File: src/rtl/dct_pkg.sv
// dct_pkg: shared sizes and state type for the 2-D DCT sequencing controller.
package dct_pkg;
  localparam int N       = 16;
  localparam int NUM_BLK = 32;
  localparam int ROW_LAT = 2;
  localparam int COL_LAT = 2;
  localparam int ADDR_W  = 9;
  localparam int IDX_W   = $clog2(N);
  localparam int BLK_W   = $clog2(NUM_BLK);
  typedef enum logic [2:0] {IDLE, ROW, ROW_DRAIN, COL, COL_DRAIN, DONE} state_t;
endpackage

File: src/rtl/dct2d_ctrl_if.sv
// dct2d_ctrl_if: control/strobe bundle between the DCT controller and its datapath/memories.
interface dct2d_ctrl_if;
  import dct_pkg::*;
  logic              start;
  logic              hold;
  logic              busy;
  logic              done;
  logic              dp_ce;
  logic              in_rd_en;
  logic [ADDR_W-1:0] in_addr;
  logic              row_vld;
  logic              tb_wr_en;
  logic [IDX_W-1:0]  tb_wr_row;
  logic              tb_rd_en;
  logic [IDX_W-1:0]  tb_rd_col;
  logic              col_vld;
  logic              out_wr_en;
  logic [ADDR_W-1:0] out_addr;
  logic [BLK_W-1:0]  blk_idx;
  modport master (
    input  start, hold,
    output busy, done, dp_ce, in_rd_en, in_addr, row_vld, tb_wr_en, tb_wr_row,
           tb_rd_en, tb_rd_col, col_vld, out_wr_en, out_addr, blk_idx
  );
  modport slave (
    output start, hold,
    input  busy, done, dp_ce, in_rd_en, in_addr, row_vld, tb_wr_en, tb_wr_row,
           tb_rd_en, tb_rd_col, col_vld, out_wr_en, out_addr, blk_idx
  );
endinterface

File: src/rtl/dct_vld_pipe.sv
// dct_vld_pipe: hold-freezable shift register carrying {valid, index}; exposes first and last stage.
module dct_vld_pipe #(
  parameter int DEPTH = 1,
  parameter int W     = 4
) (
  input  logic         clk,
  input  logic         rst,
  input  logic         hold,
  input  logic         d_vld,
  input  logic [W-1:0] d_idx,
  output logic         first_vld,
  output logic         last_vld,
  output logic [W-1:0] last_idx
);
  logic [W:0] sr [DEPTH];
  always_ff @(posedge clk) begin
    if (rst) begin
      for (int i = 0; i < DEPTH; i++) sr[i] <= '0;
    end else if (!hold) begin
      sr[0] <= {d_vld, d_idx};
      for (int i = 1; i < DEPTH; i++) sr[i] <= sr[i-1];
    end
  end
  assign first_vld            = sr[0][W];
  assign {last_vld, last_idx} = sr[DEPTH-1];
endmodule

File: src/rtl/dct2d_ctrl.sv
// dct2d_ctrl: block-by-block sequencer for the 16-point 2-D DCT datapath.
module dct2d_ctrl
  import dct_pkg::*;
(
  input logic          clk,
  input logic          rst,
  dct2d_ctrl_if.master bus
);
  state_t           state, nxt;
  logic [IDX_W-1:0] cnt, cnt_nxt, row_idx, col_idx;
  logic [BLK_W-1:0] blk, blk_nxt;
  logic             pend, go, row_first, row_last, col_first, col_last;
  assign go = (state == IDLE) && (bus.start || pend) && !bus.hold;
  always_comb begin
    nxt     = state;
    cnt_nxt = cnt + 1'b1;
    blk_nxt = blk;
    case (state)
      IDLE: begin
        cnt_nxt = '0;
        nxt     = go ? ROW : IDLE;
        blk_nxt = go ? '0 : blk;
      end
      ROW: begin
        nxt     = (cnt == IDX_W'(N-1)) ? ROW_DRAIN : ROW;
        cnt_nxt = (cnt == IDX_W'(N-1)) ? '0 : cnt + 1'b1;
      end
      ROW_DRAIN: begin
        nxt     = (cnt == IDX_W'(ROW_LAT)) ? COL : ROW_DRAIN;
        cnt_nxt = (cnt == IDX_W'(ROW_LAT)) ? '0 : cnt + 1'b1;
      end
      COL: begin
        nxt     = (cnt == IDX_W'(N-1)) ? COL_DRAIN : COL;
        cnt_nxt = (cnt == IDX_W'(N-1)) ? '0 : cnt + 1'b1;
      end
      COL_DRAIN: begin
        if (cnt == IDX_W'(COL_LAT)) begin
          cnt_nxt = '0;
          nxt     = (blk == BLK_W'(NUM_BLK-1)) ? DONE : ROW;
          blk_nxt = (blk == BLK_W'(NUM_BLK-1)) ? blk : blk + 1'b1;
        end
      end
      default: begin
        cnt_nxt = '0;
        nxt     = IDLE;
      end
    endcase
  end
  always_ff @(posedge clk) begin
    if (rst) begin
      state <= IDLE;
      cnt   <= '0;
      blk   <= '0;
      pend  <= 1'b0;
    end else begin
      // a start seen while frozen is remembered until hold releases
      pend <= (state == IDLE) && bus.hold && (bus.start || pend);
      if (!bus.hold) begin
        state <= nxt;
        cnt   <= cnt_nxt;
        blk   <= blk_nxt;
      end
    end
  end
  dct_vld_pipe #(.DEPTH(1+ROW_LAT), .W(IDX_W)) u_row_pipe (
    .clk(clk), .rst(rst), .hold(bus.hold),
    .d_vld(state == ROW), .d_idx(cnt),
    .first_vld(row_first), .last_vld(row_last), .last_idx(row_idx)
  );
  dct_vld_pipe #(.DEPTH(1+COL_LAT), .W(IDX_W)) u_col_pipe (
    .clk(clk), .rst(rst), .hold(bus.hold),
    .d_vld(state == COL), .d_idx(cnt),
    .first_vld(col_first), .last_vld(col_last), .last_idx(col_idx)
  );
  assign bus.dp_ce     = !bus.hold;
  assign bus.busy      = state inside {ROW, ROW_DRAIN, COL, COL_DRAIN};
  assign bus.done      = (state == DONE) && !bus.hold;
  assign bus.in_rd_en  = (state == ROW) && !bus.hold;
  assign bus.in_addr   = {blk, cnt};
  assign bus.row_vld   = row_first && !bus.hold;
  assign bus.tb_wr_en  = row_last && !bus.hold;
  assign bus.tb_wr_row = row_idx;
  assign bus.tb_rd_en  = (state == COL) && !bus.hold;
  assign bus.tb_rd_col = cnt;
  assign bus.col_vld   = col_first && !bus.hold;
  assign bus.out_wr_en = col_last && !bus.hold;
  assign bus.out_addr  = {blk, col_idx};
  assign bus.blk_idx   = blk;
endmodule

File: src/flat_wrapper.sv
// flat-port wrapper written by rule: the top's interface ports become plain ports
module dct2d_ctrl_flat import dct_pkg::*;
  (clk, rst, bus_start, bus_hold, bus_busy, bus_done, bus_dp_ce, bus_in_rd_en, bus_in_addr, bus_row_vld, bus_tb_wr_en, bus_tb_wr_row, bus_tb_rd_en, bus_tb_rd_col, bus_col_vld, bus_out_wr_en, bus_out_addr, bus_blk_idx);
  dct2d_ctrl_if bus_i ();
  input logic clk;
  input logic rst;
  input wire logic [$bits(bus_i.start)-1:0] bus_start;
  input wire logic [$bits(bus_i.hold)-1:0] bus_hold;
  output wire logic [$bits(bus_i.busy)-1:0] bus_busy;
  output wire logic [$bits(bus_i.done)-1:0] bus_done;
  output wire logic [$bits(bus_i.dp_ce)-1:0] bus_dp_ce;
  output wire logic [$bits(bus_i.in_rd_en)-1:0] bus_in_rd_en;
  output wire logic [$bits(bus_i.in_addr)-1:0] bus_in_addr;
  output wire logic [$bits(bus_i.row_vld)-1:0] bus_row_vld;
  output wire logic [$bits(bus_i.tb_wr_en)-1:0] bus_tb_wr_en;
  output wire logic [$bits(bus_i.tb_wr_row)-1:0] bus_tb_wr_row;
  output wire logic [$bits(bus_i.tb_rd_en)-1:0] bus_tb_rd_en;
  output wire logic [$bits(bus_i.tb_rd_col)-1:0] bus_tb_rd_col;
  output wire logic [$bits(bus_i.col_vld)-1:0] bus_col_vld;
  output wire logic [$bits(bus_i.out_wr_en)-1:0] bus_out_wr_en;
  output wire logic [$bits(bus_i.out_addr)-1:0] bus_out_addr;
  output wire logic [$bits(bus_i.blk_idx)-1:0] bus_blk_idx;
  assign bus_i.start = bus_start;
  assign bus_i.hold = bus_hold;
  assign bus_busy = bus_i.busy;
  assign bus_done = bus_i.done;
  assign bus_dp_ce = bus_i.dp_ce;
  assign bus_in_rd_en = bus_i.in_rd_en;
  assign bus_in_addr = bus_i.in_addr;
  assign bus_row_vld = bus_i.row_vld;
  assign bus_tb_wr_en = bus_i.tb_wr_en;
  assign bus_tb_wr_row = bus_i.tb_wr_row;
  assign bus_tb_rd_en = bus_i.tb_rd_en;
  assign bus_tb_rd_col = bus_i.tb_rd_col;
  assign bus_col_vld = bus_i.col_vld;
  assign bus_out_wr_en = bus_i.out_wr_en;
  assign bus_out_addr = bus_i.out_addr;
  assign bus_blk_idx = bus_i.blk_idx;
  dct2d_ctrl u_core (.clk(clk), .rst(rst), .bus(bus_i));
endmodule
File: config.mk
export PLATFORM = sky130hd
export DESIGN_NAME = dct2d_ctrl_flat
export DESIGN_NICKNAME = d
export VERILOG_FILES = /design/src/rtl/dct_pkg.sv /design/src/rtl/dct2d_ctrl_if.sv /design/src/rtl/dct_vld_pipe.sv /design/src/rtl/dct2d_ctrl.sv /design/src/flat_wrapper.sv
export SDC_FILE = /design/constraint.sdc
export NUM_CORES = 1
export LEC_CHECK = 0
export ABC_AREA = 1
export ABC_CLOCK_PERIOD_IN_PS = 2940
export CORE_MARGIN = 2
export CORE_UTILIZATION = 45
export DETAILED_ROUTE_END_ITERATION = 8
export PLACE_DENSITY = 0.85
export REMOVE_ABC_BUFFERS = 1
export SKIP_LAST_GASP = 1
export SLEW_MARGIN = 10
export SYNTH_ARGS = -nofsm -noshare
export SYNTH_HDL_FRONTEND = slang
export SYNTH_SLANG_ARGS = --single-unit
export TNS_END_PERCENT = 1
File: constraint.sdc
create_clock -name clk -period 2.94 [get_ports clk]
set_clock_uncertainty 0.15 [all_clocks]
set_input_delay 0.441 -clock clk [delete_from_list [all_inputs] [get_ports clk]]
set_output_delay 0.441 -clock clk [all_outputs]
set_load 0.005 [all_outputs]
==> impl.org, run 1 <==
** Timing
- Rel. slew slack :: between 50% and 60%
- The max-slew violation total from the final report is 0.
- Highest clock frequency the design can meet :: 421 MHz
- Minimum clock period :: between 2 and 2.5 ns
- Final setup violation count :: 0
- Setup repair after global routing left no endpoint under its margin.
- The final critical path takes up between 80% and 90% of the cycle.
- The number of endpoints with negative hold slack in the final report is 0.
- Final TNS setup :: 0 ns
- For the pin with the worst max-slew slack, the measured transition is about 0.68 ns.

** GRT
- GRT overflow :: 0
- Entering global routing, the biggest net connects 21 pins.
- Vias in the first global route :: approximately 1200
- The number of antenna violations at the first check in global routing came to 0.
- The first global-routing pass estimated around 5.2 mm of wire.
- Global routing used approximately 16% of the available tracks across all layers.

** Synthesis
- For this run, the leading register cell type out of synthesis is edfxtp_1.
- In the synthesized netlist the async set-or-reset flop fraction comes to 0%.
- EDFF count, synth :: 18
- Summing the areas of all compound-gate instances in the mapped netlist gives 4.56% of the synthesized area.
- The synthesized netlist devotes under 10% of its cell area to adder and majority cells.
- After synthesis, the largest family of logic cells by area is simple AND/OR/NAND/NOR gates.
- Warning count from the yosys run :: 0
- The synthesized netlist devotes roughly a quarter of its cell area to simple gates.
- Ranked by total cell area, the synthesized netlist is headed by edfxtp_1, dfxtp_1, buf_4, nor2_1, inv_1.
- Counting instances in the post-synthesis netlist gives the leading cell types as nor2_1, inv_1, nand2_1, buf_4, edfxtp_1.
- Distinct cells, synth :: 29
- Counting flops and latches in the post-synthesis netlist gives 31.
- The largest total area in the synthesized netlist belongs to edfxtp_1.
- Portion of netlist area occupied by mux cells :: 0%
- Cell count after synthesis :: just over 200
- A synthesized cell averages approximately 8.4 um2.
- The most common cell in the synthesized netlist is nor2_1.
- Xor and xnor fraction of the mapped netlist area :: under 10%
- Post-synthesis cell area :: approximately 1700 um2
- Top cell type's share of synthesized area :: a little under a third
- Part of the Yosys area used for sequential elements :: about 47%

** Run
- The tool flagged a number of max-cap violations equal to 0.

** Floorplan
- Number of placed I/O pins :: between 40 and 50
- The floorplan has 22 rows.
- From bottom edge to top edge, the die measures ~66 um.
- Initial core utilization :: between 40% and 50%
- Area of the die :: between 4000 and 5000 um2
- Floorplan core area :: approximately 3700 um2
- The die is ~66 um wide.

** Power and ir drop
- Pwr Density :: around 510 nW/um2
- The analysis attributes to cell leakage a power of 0.000856 uW.
- VDD IR max :: roughly 0.52 mV
- The design draws around 1100 uW.

** Placement
- Routability Congestion :: 0.845
- Placed cell areas :: just over 2000 um2
- Input and output buffers added on the ports amount to between 40 and 50.
- DP HPWL :: ~2.2 mm

** Worst hold path
- Worst Min Path Start :: u_core.state[0]
- Hold Path Cell Cnt :: 2
- The worst hold path terminates at u_core.state[0].
- The min-delay analysis places its worst path in the category reg -> reg.

** CTS
- Max Buffers Root-to-Sink :: 2
- Gates resized during post-CTS repair numbered 0.
- TritonCTS built the clock tree.
- Clock-pin slew was measured on the worst setup and hold paths at roughly 0.060 ns.
- Once the clock tree was built, the setup fixing pass inserted 0 buffers.
- Total number of clock tree sinks :: 31
- Worst-Skew Late Latency :: ~0.28 ns
- CTS built an H-tree with a depth of 2.
- Number of buffers inserted for hold repair after clock tree synthesis :: 0
- Clk root buf :: clkbuf_8
- Number of buffers created by CTS :: 5

** Run status
- The run finished with clean final reports.

** Cells and area
- The repair_antennas step left the layout with diodes totalling 0.
- Of the cells placed in the final design, the portion with a size suffix greater than 1 is roughly a tenth.
- Final Net Count :: 238
- End-of-flow core utilization :: just under 60%
- Area Overhead vs Synth :: 26.4%
- Finished layout cell area :: 2150 um2

** Routing
- Vias :: between 1000 and 1500
- Post-detailed-route via-to-cell ratio :: approximately 4.8
- In the routed design, unresolved DRC markers number 0.
- After detailed routing, the total wire length is 3.16 mm.
- Initial DRC count :: between 100 and 150
- 1st-pass router iterations :: 4
- Number of nets with antenna violations after detailed routing :: 0
- Post-detailed-route wirelength per cell :: 11.3 um

** Critical path
- Endpoint of the lowest-slack register-to-register path :: u_core.bus.blk_idx[3]
- In this run the critical register-to-register path is launched from u_core.bus.blk_idx[0].
- The number of cells on the worst reg-to-reg path is 9.
- Data on the critical path is required at its endpoint by approximately 2.4 ns.
- Setup slack on the worst reg-to-reg path comes out at between 0.9 and 1 ns.
- In this run the worst path has a maximum fanout of 6.
- The worst setup path is launched from a register.
- Worst Setup Path Type :: reg -> out
- The worst setup path is captured at a primary output.
- Data arrival time of the critical path :: 1.79 ns
[sequential cells by signal, summed over array words and instances, names as in the netlist]
register              cells
u_core.bus.blk_idx        5
u_core.bus.tb_rd_col      4
u_core.pend               1
u_core.state              3
u_core.u_col_pipe.sr     15
u_core.u_row_pipe.sr      3
[power breakdown]
group          internal, uW  switching [uW]
clock network           339             154
registers               479            12.6
logic                  59.9            59.0
total                   877             225
[worst max-delay path by stage]
stage | endpoint | start | slack (ns) | cells after the start
6_report | bus_tb_rd_en | u_core.state[2] | 0.56 | 6
5_1_grt | bus_tb_rd_en | u_core.state[2] | 0.48 | 6
4_1_cts | bus_done | bus_hold | 0.57 | 3
3_5_place_dp | u_core.u_col_pipe.sr[0][13] | bus_hold | 0.52 | 5
3_3_place_gp | bus_done | bus_hold | 0.56 | 3
2_1_floorplan | u_core.bus.blk_idx[0] | u_core.bus.blk_idx[0] | 1.19 | 9
[metal layers]
metal  track usage (%)  vias to the layer above  wire, um
met5                 0                        -         0
met4              8.59                        0        28
met3              4.62                        4       215
met2              25.0                       52      1550
met1              21.0                      608      1370
li1                  -                      671         -
[cell usage in the layout (no fill, tap or decap), types with 2 or more instances in the layout]
master,instances
clkdlybuf4s50_1,43
nor2_1,38
inv_1,30
nand2_1,30
edfxtp_1,18
dfxtp_1,13
nand3_1,9
a21oi_1,6
nand4_1,6
clkbuf_8,5
nor2_2,4
ha_1,4
o21ai_0,3
nor4_1,2
xnor2_1,2
bufinv_16,2
buf_4,2
[logic make-up after synthesis]
group	count (synthesis)
fa+ha+maj	4
xor+xnor	3
buf+inv	58
flops	31
simple gates	95
compound gates	12
[final cells by class]
type	instances	area (um2)
clock buffer	6	72.6
inverter	33	128
fill	306	1510
clock inverter	2	60.1
tap	48	60.1
multi-input combinational	114	586
timing repair buffer	45	445
sequential	31	801
[stage by stage]
stage               std cells  setup WS, ns  hold WS [ns]
finish                    279         0.563         0.363
global route              279         0.476         0.390
CTS                       279         0.565         0.365
detailed placement        271         0.519         0.355
global placement          271         0.561         0.352
floorplan                 178          1.19         0.335
[critical path, stage by stage, from the launching register on]
cell	delay, ns
dfxtp_1	0.37
inv_1	0.17
nand2_1	0.12
inv_1	0.12
nand2_1	0.12
nor2_1	0.12
clkdlybuf4s50_1	0.50
Note: power is estimated with default switching activity, not from simulation.
==> run 2, diff against run 1 <==
ABC_CLOCK_PERIOD_IN_PS = 2260   (was 2940)
clock period = 2.26 ns   (was 2.94 ns; I/O delays follow)
==> run 2 against run 1 <==
Register-to-register slack worse by 0.77 ns; total power is 20% higher; flip-flop and latch count stayed put; die area stayed put; final cell count is 1.1% higher; count of clock-buffer cells in the layout is 1 lower; non-clock buffer count is 3 higher; first-iteration DRC count is 18% lower; design area is 0.52% higher; sequential share of layout area is 0.14 points lower; critical path type is now in -> out; highest routed layer unchanged.
==> impl.org, run 2 (synthesized netlist as in run 1, its figures left out) <==
** Run status
- Run status :: completed

** Critical path
- The critical path depth in cells is 3 (-3).
- Start of the worst register-to-register path :: u_core.bus.blk_idx[0]
- The most critical setup path has its startpoint at bus_hold.
- Worst Setup Path Type :: in -> out
- The largest fanout of any net on the critical path came to 2 (-4).
- The data arrival time at the worst-slack endpoint was 1.67 ns (-0.12 ns).
- The required time at the worst-slack endpoint is 1.77 ns (-0.58 ns).
- The buffers plus inverters on the worst setup path is 2 (-1).
- STA classifies the critical path endpoint as a primary output.
- Slowest Stage Delay on Critical Path :: 0.56 ns (+0.06 ns)
- R2R cell count :: 9 (unchanged)
- Counting stages on the worst path, the most repeated cell is clkdlybuf4s50_1.
- Worst-case register-to-register setup slack :: 0.21 ns (-0.77 ns)
- The slowest stage of the critical path is the clkdlybuf4s50_1 cell.
- Cell-by-cell listing of the critical path :: clkdlybuf4s50_1 > nor4_1 > clkdlybuf4s50_1
- Startpoint type of the worst setup path :: primary input
- Following the worst setup path forward leads to its endpoint at bus_done.
- Dominant delay contributor by cell family on the critical path :: buffers and inverters
- In this run the critical register-to-register path is captured at u_core.bus.blk_idx[1].

** Timing
- Counting I/O delays and the setup requirement, the final critical path takes 2.16 ns.
- The max-slew violation total from the final report was 0 (unchanged).
- Timing would allow up to approximately 460 MHz.
- Setup repair after global routing left no endpoint under its margin.
- Final worst path period share :: a little over nine tenths
- The total negative setup slack is 0 ns (unchanged).
- The total setup violations reported at the end of the flow is 0 (unchanged).
- The smallest hold slack came to 0.352 ns (-0.0114 ns).
- Post-layout worst setup margin :: 0.0986 ns (-0.465 ns)
- The worst-case headroom to the max-slew limit is 53.9% (-0.50 points).
- Final hold vios :: 0 (unchanged)
- The transition time at the pin with the least slew margin came to 0.691 ns (+0.00752 ns).

** GRT
- Number of antenna violations at the first check in global routing :: 0 (unchanged)
- Largest net degree at the start of global routing :: 20 (-4.8%)
- Vias in the first global route :: 1206 (+3.1%)
- Gr usage total :: 16.7% (+0.31 points)
- Wire length of the first global-routing pass :: 5.36 mm (+3.5%)
- GRT overflow :: 0 (unchanged)

** Cells and area
- The top cell types in the final layout, fill and taps aside, are clkdlybuf4s50_1, nor2_1, nand2_1, inv_1, edfxtp_1.
- Largest Register :: u_core.u_col_pipe.sr
- Fillers :: 308 (+0.65%)
- Leaving out fill and tap cells, the most frequent cell in the layout is clkdlybuf4s50_1.
- Final Net Count :: 241 (+1.3%)
- The number of flip-flops under the largest register name was 15 (unchanged).
- Count of inserted antenna diode cells :: 0 (unchanged)
- The ratio of cells with drive above 1 in the final layout was 12.0% (+2.0 points).
- Compared with the post-synthesis result, the final layout area differs by 27.0%.

** Power and ir drop
- Leakage power :: 0.000867 uW (+1.3%)
- Sw Pwr :: 294 uW (+31%)
- Share of total power in the clock network :: 39.4% (-5.3 points)
- The worst-case vdd ir drop is 0.358 mV (-32%).
- Switching power share of the total :: 22.2% (+1.8 points)
- Pwr Density :: 611 nW/um2 (+19%)
- The internal power of the cells was 1030 uW (+17%).
- The share of power burned in combinational logic was 12.3% (+1.5 points).
- The proportion of power drawn by flip-flops and latches was 48.3% (+3.7 points).

** Routing
- The detailed-route via count is 1380 (+3.4%).
- The number of nets with antenna violations after detailed routing was 0 (unchanged).
- Post-detailed-route via-to-cell ratio :: 4.89 (+2.3%)
- Routed wire length :: 3.30 mm (+4.4%)
- Remaining design rule violation count :: 0 (unchanged)
- The first-iteration detailed-routing DRC count came to 93 (-18%).
- The number of search-and-repair iterations in the first detailed-routing pass was 4 (unchanged).
- Post-detailed-route wirelength per cell :: 11.7 um (+3.3%)

** Placement
- DP HPWL :: 2.31 mm (+3.7%)
- The worst setup slack after placement came to 0.0700 ns (-0.449 ns).
- Routability Congestion :: 0.815 (-3.5%)
- The number of buffer cells added on primary ports is 43 (unchanged).

** Floorplan
- The overall die area is 4290 um2 (unchanged).
- Vertical extent of the die :: 65.5 um (unchanged)
- Initial core utilization :: 46.5% (unchanged)
- The number of primary I/O pins is 44 (unchanged).
- Die width :: 65.5 um (unchanged)
- Row count :: 22 (unchanged)
- Floorplan core area :: 3660 um2 (unchanged)

** Run
- The total of max-cap violations is 0 (unchanged).

** CTS
- The latest clock arrival within the worst-skew pair came to 0.28 ns (about the same).
- The buffers inserted during post-CTS setup optimization was 0 (unchanged).
- Number of buffers created by CTS :: 5 (unchanged)
- The tree is rooted in a clkbuf_8.
- H-tree lvl count :: 2 (unchanged)
- Total number of clock tree sinks :: 31 (unchanged)
- The hold buffer count at CTS is 0 (unchanged).
- Resize count post-CTS :: 0 (unchanged)
- The clock input transition at the sequential cells of the worst setup and hold paths was 0.06 ns (about the same).
- Max Buffers Root-to-Sink :: 2 (unchanged)
- TritonCTS built the clock tree.

** Worst hold path
- Type of the most critical hold path :: reg -> reg
## run 2: worst min-delay path by stage
stage	startpoint	to	slack (ns)	cells past startpoint
CTS	u_core.bus.tb_rd_col[3]	u_core.bus.tb_rd_col[3]	0.37	2
detailed placement	u_core.bus.tb_rd_col[3]	u_core.bus.tb_rd_col[3]	0.35	2
global placement	u_core.bus.tb_rd_col[3]	u_core.bus.tb_rd_col[3]	0.34	2
floorplan	rst	u_core.bus.blk_idx[2]	0.26	1
global route	u_core.state[2]	u_core.pend	0.36	1
finish	u_core.state[2]	u_core.pend	0.35	1
## run 2: metal layers
metal  track usage (%)  vias to the layer above  share of wire [%]
met3              4.45                        5                6.0
met1              20.9                      641                 43
met2              26.1                       52                 50
met5                 0                        -                  0
met4              8.85                        0                1.6
li1                  -                      682                  -
## run 2: final cells by class
class / count / area [um2] / area share (%)
tap: 48 / 60.1 / 2.78
timing repair buffer: 48 / 480 / 22.2
clock inverter: 3 / 38.8 / 1.79
multi-input combinational: 114 / 586 / 27.1
clock buffer: 5 / 68.8 / 3.18
inverter: 33 / 128 / 5.90
sequential: 31 / 802 / 37.1
## run 2: power by group through the flow
stage                     clock (uW)  combinational [uW]  sequential (uW)
after floorplan                    0                65.4              652
after global placement             0                 159              649
after detailed placement           0                 162              651
final                            521                 163              639
after CTS                        533                 164              639
after global routing             560                 179              641
## run 2: through the flow
step           total power, uW  cell area, um2  instances  util [%]
3_5_place_dp               813            2050        274      56.1
4_1_cts                   1340            2160        282      59.1
6_report                  1320            2160        282      59.1
3_3_place_gp               808            2050        274      56.1
2_1_floorplan              718            1510        178         -
5_1_grt                   1380            2160        282      59.1
## run 2: worst reg2reg max path, cell delays in order (launching register included)
cell and delay, ns:
dfxtp_1 0.37, ha_1 0.27, nand2_1 0.09, nor2_1 0.06
ha_1 0.19, a21oi_1 0.48, nand3_2 0.16, clkinv_2 0.10
nor2_1 0.05, nor2_2 0.07
